`src/rtl/config_arb_pkg.sv`:
```
// Shared types for the configuration-port arbiter: owner encoding, FSM states, word width.
package config_arb_pkg;

  localparam int CONFIG_WORD_WIDTH = 32;

  typedef enum logic [1:0] {
    OwnerNone = 2'd0,
    OwnerSelf = 2'd1,
    OwnerUart = 2'd2,
    OwnerJtag = 2'd3
  } ownerT;

  typedef enum logic [2:0] {
    StIdle      = 3'd0,
    StHandover  = 3'd1,
    StGrantSelf = 3'd2,
    StGrantUart = 3'd3,
    StGrantJtag = 3'd4
  } arbStateT;

  // HANDOVER already reports its target so ConfigFSM sees the new owner during its reset pulse.
  function automatic ownerT stateOwner(arbStateT s, ownerT target);
    case (s)
      StHandover:  return target;
      StGrantSelf: return OwnerSelf;
      StGrantUart: return OwnerUart;
      StGrantJtag: return OwnerJtag;
      default:     return OwnerNone;
    endcase
  endfunction

endpackage

```
`src/rtl/config_arb_skid.sv`:
```
// One-entry holding register for a word that arrives while ownership is being handed over.
module config_arb_skid
  import config_arb_pkg::*;
(
  input  logic                         CLK,
  input  logic                         resetn,
  input  logic                         load,
  input  logic                         flush,
  input  logic                         unload,
  input  logic [CONFIG_WORD_WIDTH-1:0] dataIn,
  output logic                         valid,
  output logic [CONFIG_WORD_WIDTH-1:0] data
);

  always_ff @(posedge CLK or negedge resetn) begin
    if (!resetn) begin
      valid <= 1'b0;
      data  <= '0;
    end else begin
      if (load) begin
        valid <= 1'b1;
        data  <= dataIn;
      end else if (flush || unload) begin
        valid <= 1'b0;
      end
    end
  end

endmodule

```
`src/rtl/config_port_arbiter.sv`:
```
// Arbitrates UART, JTAG and CPU self-writes onto the single ConfigFSM write path.
// Optional dropped-write counter is enabled with CONFIG_ARB_DROP_CNT_EN.
//   state       | meaning
//   IDLE        | no owner; JTAG > UART > self-strobe decide the next owner
//   HANDOVER    | one cycle, FsmReset pulse, target strobe goes to the skid
//   GRANT_SELF  | CPU owns the path until idle timeout or preemption
//   GRANT_UART  | UART owns the path until UartActive falls
//   GRANT_JTAG  | JTAG owns the path until JtagActive falls
module config_port_arbiter
  import config_arb_pkg::*;
#(
  parameter int SELF_IDLE_CYCLES = 1024
`ifdef CONFIG_ARB_DROP_CNT_EN
  , parameter int DROP_CNT_WIDTH = 16
`endif
) (
  input  logic                         CLK,
  input  logic                         resetn,
  input  logic                         UartActive,
  input  logic [CONFIG_WORD_WIDTH-1:0] UartWriteData,
  input  logic                         UartWriteStrobe,
  input  logic                         JtagActive,
  input  logic [CONFIG_WORD_WIDTH-1:0] JtagWriteData,
  input  logic                         JtagWriteStrobe,
  input  logic [CONFIG_WORD_WIDTH-1:0] SelfWriteData,
  input  logic                         SelfWriteStrobe,
  output logic [CONFIG_WORD_WIDTH-1:0] ConfigWriteData,
  output logic                         ConfigWriteStrobe,
  output logic                         FsmReset,
  output logic [1:0]                   Owner,
  output logic                         Busy
`ifdef CONFIG_ARB_DROP_CNT_EN
  , output logic [DROP_CNT_WIDTH-1:0]  DropCount
`endif
);

  localparam logic [15:0] IdleLoad = 16'(SELF_IDLE_CYCLES);

  arbStateT state, stateNext;
  ownerT    target, targetNext;
  logic [15:0] idleCnt, idleCntNext;

  logic                         fwdStrobe, skidLoad, skidFlush, skidValid;
  logic [CONFIG_WORD_WIDTH-1:0] fwdData, skidData;
  logic                         strobeQ, fsmResetQ, busyQ;
  logic [CONFIG_WORD_WIDTH-1:0] dataQ;
  ownerT                        ownerQ;

  logic                         tgtActive, tgtStrobe, anyActive;
  logic [CONFIG_WORD_WIDTH-1:0] tgtData;

  assign tgtActive = (target == OwnerJtag) ? JtagActive      : UartActive;
  assign tgtStrobe = (target == OwnerJtag) ? JtagWriteStrobe : UartWriteStrobe;
  assign tgtData   = (target == OwnerJtag) ? JtagWriteData   : UartWriteData;
  assign anyActive = JtagActive | UartActive;

  always_comb begin
    stateNext   = state;
    targetNext  = target;
    idleCntNext = idleCnt;
    fwdStrobe   = 1'b0;
    fwdData     = SelfWriteData;
    skidLoad    = 1'b0;
    skidFlush   = 1'b0;
    case (state)
      StIdle: begin
        idleCntNext = '0;
        if (anyActive) begin
          stateNext  = StHandover;
          targetNext = JtagActive ? OwnerJtag : OwnerUart;
        end else if (SelfWriteStrobe) begin
          stateNext   = StGrantSelf;
          fwdStrobe   = 1'b1;
          idleCntNext = IdleLoad;
        end
      end
      StHandover: begin
        if (!tgtActive) begin
          stateNext = StIdle;
          skidFlush = 1'b1;
        end else begin
          stateNext = (target == OwnerJtag) ? StGrantJtag : StGrantUart;
          skidLoad  = tgtStrobe;
        end
      end
      StGrantSelf: begin
        if (anyActive) begin
          stateNext   = StHandover;
          targetNext  = JtagActive ? OwnerJtag : OwnerUart;
          idleCntNext = '0;
        end else if (SelfWriteStrobe) begin
          fwdStrobe   = 1'b1;
          idleCntNext = IdleLoad;
        end else if (idleCnt == 16'd1) begin
          stateNext   = StIdle;
          idleCntNext = '0;
        end else begin
          idleCntNext = idleCnt - 16'd1;
        end
      end
      StGrantUart: begin
        fwdStrobe = UartWriteStrobe;
        fwdData   = UartWriteData;
        if (!UartActive) stateNext = StIdle;
      end
      StGrantJtag: begin
        fwdStrobe = JtagWriteStrobe;
        fwdData   = JtagWriteData;
        if (!JtagActive) stateNext = StIdle;
      end
      default: stateNext = StIdle;
    endcase
  end

  // The skid word is presented straight from its register during the first GRANT cycle.
  config_arb_skid uSkid (
    .CLK    (CLK),
    .resetn (resetn),
    .load   (skidLoad),
    .flush  (skidFlush),
    .unload (skidValid),
    .dataIn (tgtData),
    .valid  (skidValid),
    .data   (skidData)
  );

  always_ff @(posedge CLK or negedge resetn) begin
    if (!resetn) begin
      state     <= StIdle;
      target    <= OwnerNone;
      idleCnt   <= '0;
      strobeQ   <= 1'b0;
      dataQ     <= '0;
      fsmResetQ <= 1'b0;
      ownerQ    <= OwnerNone;
      busyQ     <= 1'b0;
    end else begin
      state     <= stateNext;
      target    <= targetNext;
      idleCnt   <= idleCntNext;
      strobeQ   <= fwdStrobe;
      dataQ     <= fwdStrobe ? fwdData : (skidValid ? skidData : dataQ);
      fsmResetQ <= (stateNext == StHandover);
      ownerQ    <= stateOwner(stateNext, targetNext);
      busyQ     <= (stateNext != StIdle);
    end
  end

  assign ConfigWriteStrobe = strobeQ | skidValid;
  assign ConfigWriteData   = skidValid ? skidData : dataQ;
  assign FsmReset          = fsmResetQ;
  assign Owner             = ownerQ;
  assign Busy              = busyQ;

`ifdef CONFIG_ARB_DROP_CNT_EN
  logic                    selfUsed, uartUsed, jtagUsed;
  logic [1:0]              dropNum;
  logic [DROP_CNT_WIDTH:0] dropSum;
  logic [DROP_CNT_WIDTH-1:0] dropCnt;

  assign selfUsed = ((state == StIdle) || (state == StGrantSelf)) && !anyActive;
  assign uartUsed = (state == StGrantUart) ||
                    ((state == StHandover) && (target == OwnerUart) && UartActive);
  assign jtagUsed = (state == StGrantJtag) ||
                    ((state == StHandover) && (target == OwnerJtag) && JtagActive);
  assign dropNum  = {1'b0, SelfWriteStrobe & ~selfUsed} +
                    {1'b0, UartWriteStrobe & ~uartUsed} +
                    {1'b0, JtagWriteStrobe & ~jtagUsed};
  assign dropSum  = {1'b0, dropCnt} + (DROP_CNT_WIDTH+1)'(dropNum);

  always_ff @(posedge CLK or negedge resetn) begin
    if (!resetn) dropCnt <= '0;
    else         dropCnt <= dropSum[DROP_CNT_WIDTH] ? '1 : dropSum[DROP_CNT_WIDTH-1:0];
  end

  assign DropCount = dropCnt;
`endif

endmodule

```
`config.mk`:
```
export PLATFORM = sky130hd
export DESIGN_NAME = config_port_arbiter
export DESIGN_NICKNAME = d
export VERILOG_FILES = /design/src/rtl/config_arb_pkg.sv /design/src/rtl/config_arb_skid.sv /design/src/rtl/config_port_arbiter.sv
export SDC_FILE = /design/constraint.sdc
export NUM_CORES = 1
export LEC_CHECK = 0
export CAP_MARGIN = 20
export CORE_UTILIZATION = 52
export DETAILED_ROUTE_END_ITERATION = 12
export PLACE_DENSITY = 0.95
export REMOVE_ABC_BUFFERS = 1
export SYNTH_ARGS = -nofsm -noshare
export SYNTH_HDL_FRONTEND = slang
export SYNTH_SLANG_ARGS = --single-unit
```
`constraint.sdc`:
```
create_clock -name CLK -period 3.4 [get_ports CLK]
set_input_delay 0.68 -clock CLK [delete_from_list [all_inputs] [get_ports CLK]]
set_output_delay 0.68 -clock CLK [all_outputs]
set_load 0.02 [all_outputs]
```
==> run metrics <==
Final period util between 80% and 90%; worst slew pin tran about 0.85 ns; clk sinks 91; fmax between 0.3 and 0.4 GHz; RR Startpoint state[0]$_DFF_PN0_; unique cell type count in the Yosys netlist 48; WP buf/inv 2; first-pass GRT wire length 21670 µm; pin count of the biggest net entering global routing a little over 90; H-tree level count 3; register bit count reported by yosys between 90 and 100; Top delay family on crit path buffers and inverters; status complete, no violations; nets 700; reg2reg setup slack 1.09 ns; chip width between 90 and 100 µm; Global Route Usage Sum 28.10%; crit-path max cell delay approximately 0.56 ns; final setup violation count 0; Site Rows 35; Antenna Nets Post-Route 0; Hold Buf Count CTS 0; initial antenna violation count 0; Clock Tree Buf Depth 2; minimum hold slack 0.3022 ns; WS Path Type flop to primary output; final core utilization 71.84%; leakage around 2.8 nW; worst ir drop on vdd 0.0006183 V; Syn Area/Cell between 10 and 15 µm²; Num CTS Buffers 9; worst rel slew slack 43.60%; core area 9196 µm²; Logic pwr share between 50% and 60%; Max Slew Vio Count 0; Initial Util a little over half; Reg clk slew, reported paths ~0.080 ns; Die ar. a little under 10000 µm²; footprint of the multi-input gates 2467 µm²; Routability Congestion 0.9416; Remaining DRCs 0; Most used DFF post-synth dfrtp_1; CTS resizes 0; grt ovf 0; drt first pass iters 4; input/output buffers 139; Final HPWL DP 9174 µm; Ant. Diodes 0; Starting DRT DRC Count 198; Syn Inst Count 469; number of cells on the worst reg-to-reg path 6; DR vias between 4000 and 5000; Clock Skews 0.009986 ns; Slowest-stage cell, CP clkdlybuf4s50_1; DR WL/cell 18.38 µm; worst-path maximum fanout 33; CTS tree built; root buffer cell clkbuf_8; fraction of final layout cells sized beyond drive strength 1 12.02%; sequential area share after synthesis 46.54%; total wire length 13050 µm; via/cell ratio ~6; Async S/R FF share, synth 100.0%; Seq pwr share 31.1%; Worst R2R End dataQ[21]$_DFF_PN0_; Setup TNS 0 ns; Tmin final between 2 and 3 ns; RSZ-0062 raised after global routing false; Net Sw Power 2.300 mW; synth-to-layout area growth 35.00%; Worst setup SP type flop; Die H 99.01 µm; Sw Ratio between 40% and 50%; Setup crit end kind primary output; setup bufs post-CTS 0; total area of sequential cells between 2000 and 2500 µm²; CP cell instances buf_4, mux2_2, clkdlybuf4s50_1; fillcell total 671; Power Density 869.6 nW/µm²; final hold vios 0; Clock power frac 12.4%; Min-Delay Path Class input port to asynchronous set/reset pin; CP arrival 2.06 ns; internal power 3.444 mW; Max Cap Viol 0; WP data required 2.72 ns; vias in the first global route 4567; number of flops mapped to enable cells by yosys 0; # IOs 140; Syn. warnings 0; Post-Syn Area around 4900 µm²; Clock Latency Late Sink approximately 0.35 ns
[worst max path at each step]
stage / cells past startpoint / from / end
5_1_grt: 3 / uSkid.valid$_DFFE_PN0P_ / ConfigWriteData[21]
3_3_place_gp: 6 / UartActive / idleCnt[7]$_DFFE_PN0N_
4_1_cts: 3 / uSkid.valid$_DFFE_PN0P_ / ConfigWriteData[14]
2_1_floorplan: 5 / target[1]$_DFF_PN0_ / uSkid.data[0]$_DFFE_PN0P_
3_5_place_dp: 6 / UartActive / idleCnt[7]$_DFFE_PN0N_
6_report: 3 / uSkid.valid$_DFFE_PN0P_ / ConfigWriteData[21]
[synth_stat cells, types with 2 or more instances]
library cell / n / area share (%)
or4_1: 2 / 0.31
nand4_1: 2 / 0.26
nor2_1: 14 / 1.1
xor2_1: 4 / 0.72
and2_1: 3 / 0.38
clkbuf_1: 29 / 2.2
mux2_2: 33 / 7.6
ha_1: 2 / 0.51
dfrtp_1: 91 / 47
o21ai_0: 39 / 4.0
or3b_2: 2 / 0.36
inv_1: 5 / 0.38
nand2_1: 51 / 3.9
buf_1: 4 / 0.31
a22o_1: 33 / 5.9
or3_1: 2 / 0.26
nand2b_1: 3 / 0.38
o21a_1: 33 / 5.1
or2_2: 3 / 0.38
nand3_1: 8 / 0.82
a31oi_1: 4 / 0.51
a211o_1: 32 / 5.7
mux2i_1: 33 / 6.8
o211ai_1: 6 / 0.92
nor3_1: 4 / 0.41
buf_2: 2 / 0.20
a21oi_1: 2 / 0.20
nor4_1: 3 / 0.38
[layer usage]
metal	vias to the layer above	wire (µm)	track usage [%]
li1	1983	-	-
met1	2122	5392	33.64
met2	158	6699	50.89
met3	25	684	4.397
met4	0	272	10.45
met5	-	0	0
[final cells by class]
class | count | area share (%)
clock buffers | 11 | 2.140
clock inverters | 4 | 0.7765
inverters | 5 | 0.2841
multi-input cells | 337 | 37.35
flip-flops and latches | 91 | 34.47
well taps | 111 | 2.102
repair buffers | 151 | 22.88
[state kept, by name, summed over array words and instances (netlist names)]
register and cells:
dataQ 32, Busy 1, target 2, state 3, uSkid.valid 1, strobeQ 1
idleCnt 16, Owner 2, FsmReset 1, uSkid.data 32
[power by group through the flow]
stage | Sequential (mW) | Clock (mW) | Combinational, mW
3_5_place_dp | 1.80 | 0 | 3.24
5_1_grt | 1.84 | 0.781 | 3.50
6_report | 1.79 | 0.711 | 3.24
3_3_place_gp | 1.76 | 0 | 3.09
4_1_cts | 1.78 | 0.732 | 3.25
2_1_floorplan | 1.78 | 0 | 1.98
[stage by stage]
step	setup slack, ns	cell area, µm²	power, mW	std cells
finish	0.6578	6606	5.745	710
global route	0.5764	6606	6.125	710
detailed placement	0.6144	6386	5.039	694
global placement	0.6883	6386	4.850	694
floorplan	0.1724	4752	3.755	433
CTS	0.6512	6579	5.765	709
[placed cells by master (no fill, tap or decap), drive strengths merged, types with 2 or more instances in the layout]
cell and n:
a21oi 2, nand4 2, or3b 2, or3 3, inv 5, a31oi 4, nor3b 2, dfrtp 91
a22o 33, o21ai 40, nor2 14, or4 3, buf 13, ha 2, mux2 33, clkdlybuf4s50 138
nand2b 3, or2 4, o21a 33, nor3 5, a211o 32, o211ai 6, xor2 4, clkbuf 11
and2 3, nand2 51, clkinv 2, nand3 8, mux2i 33, nor4 4
[cells by family after synthesis]
logic type               after synthesis  synth area share, %
adder cells (fa/ha/maj)                2               0.5113
flip-flops                            91                46.54
multiplexers                          66                14.34
AO/OA/AOI/OAI                        155                23.24
AND/OR/NAND/NOR                      109                11.20
buffers and inverters                 41                3.273
XOR/XNOR                               5               0.8949
Power figures use the tool's default switching activity.
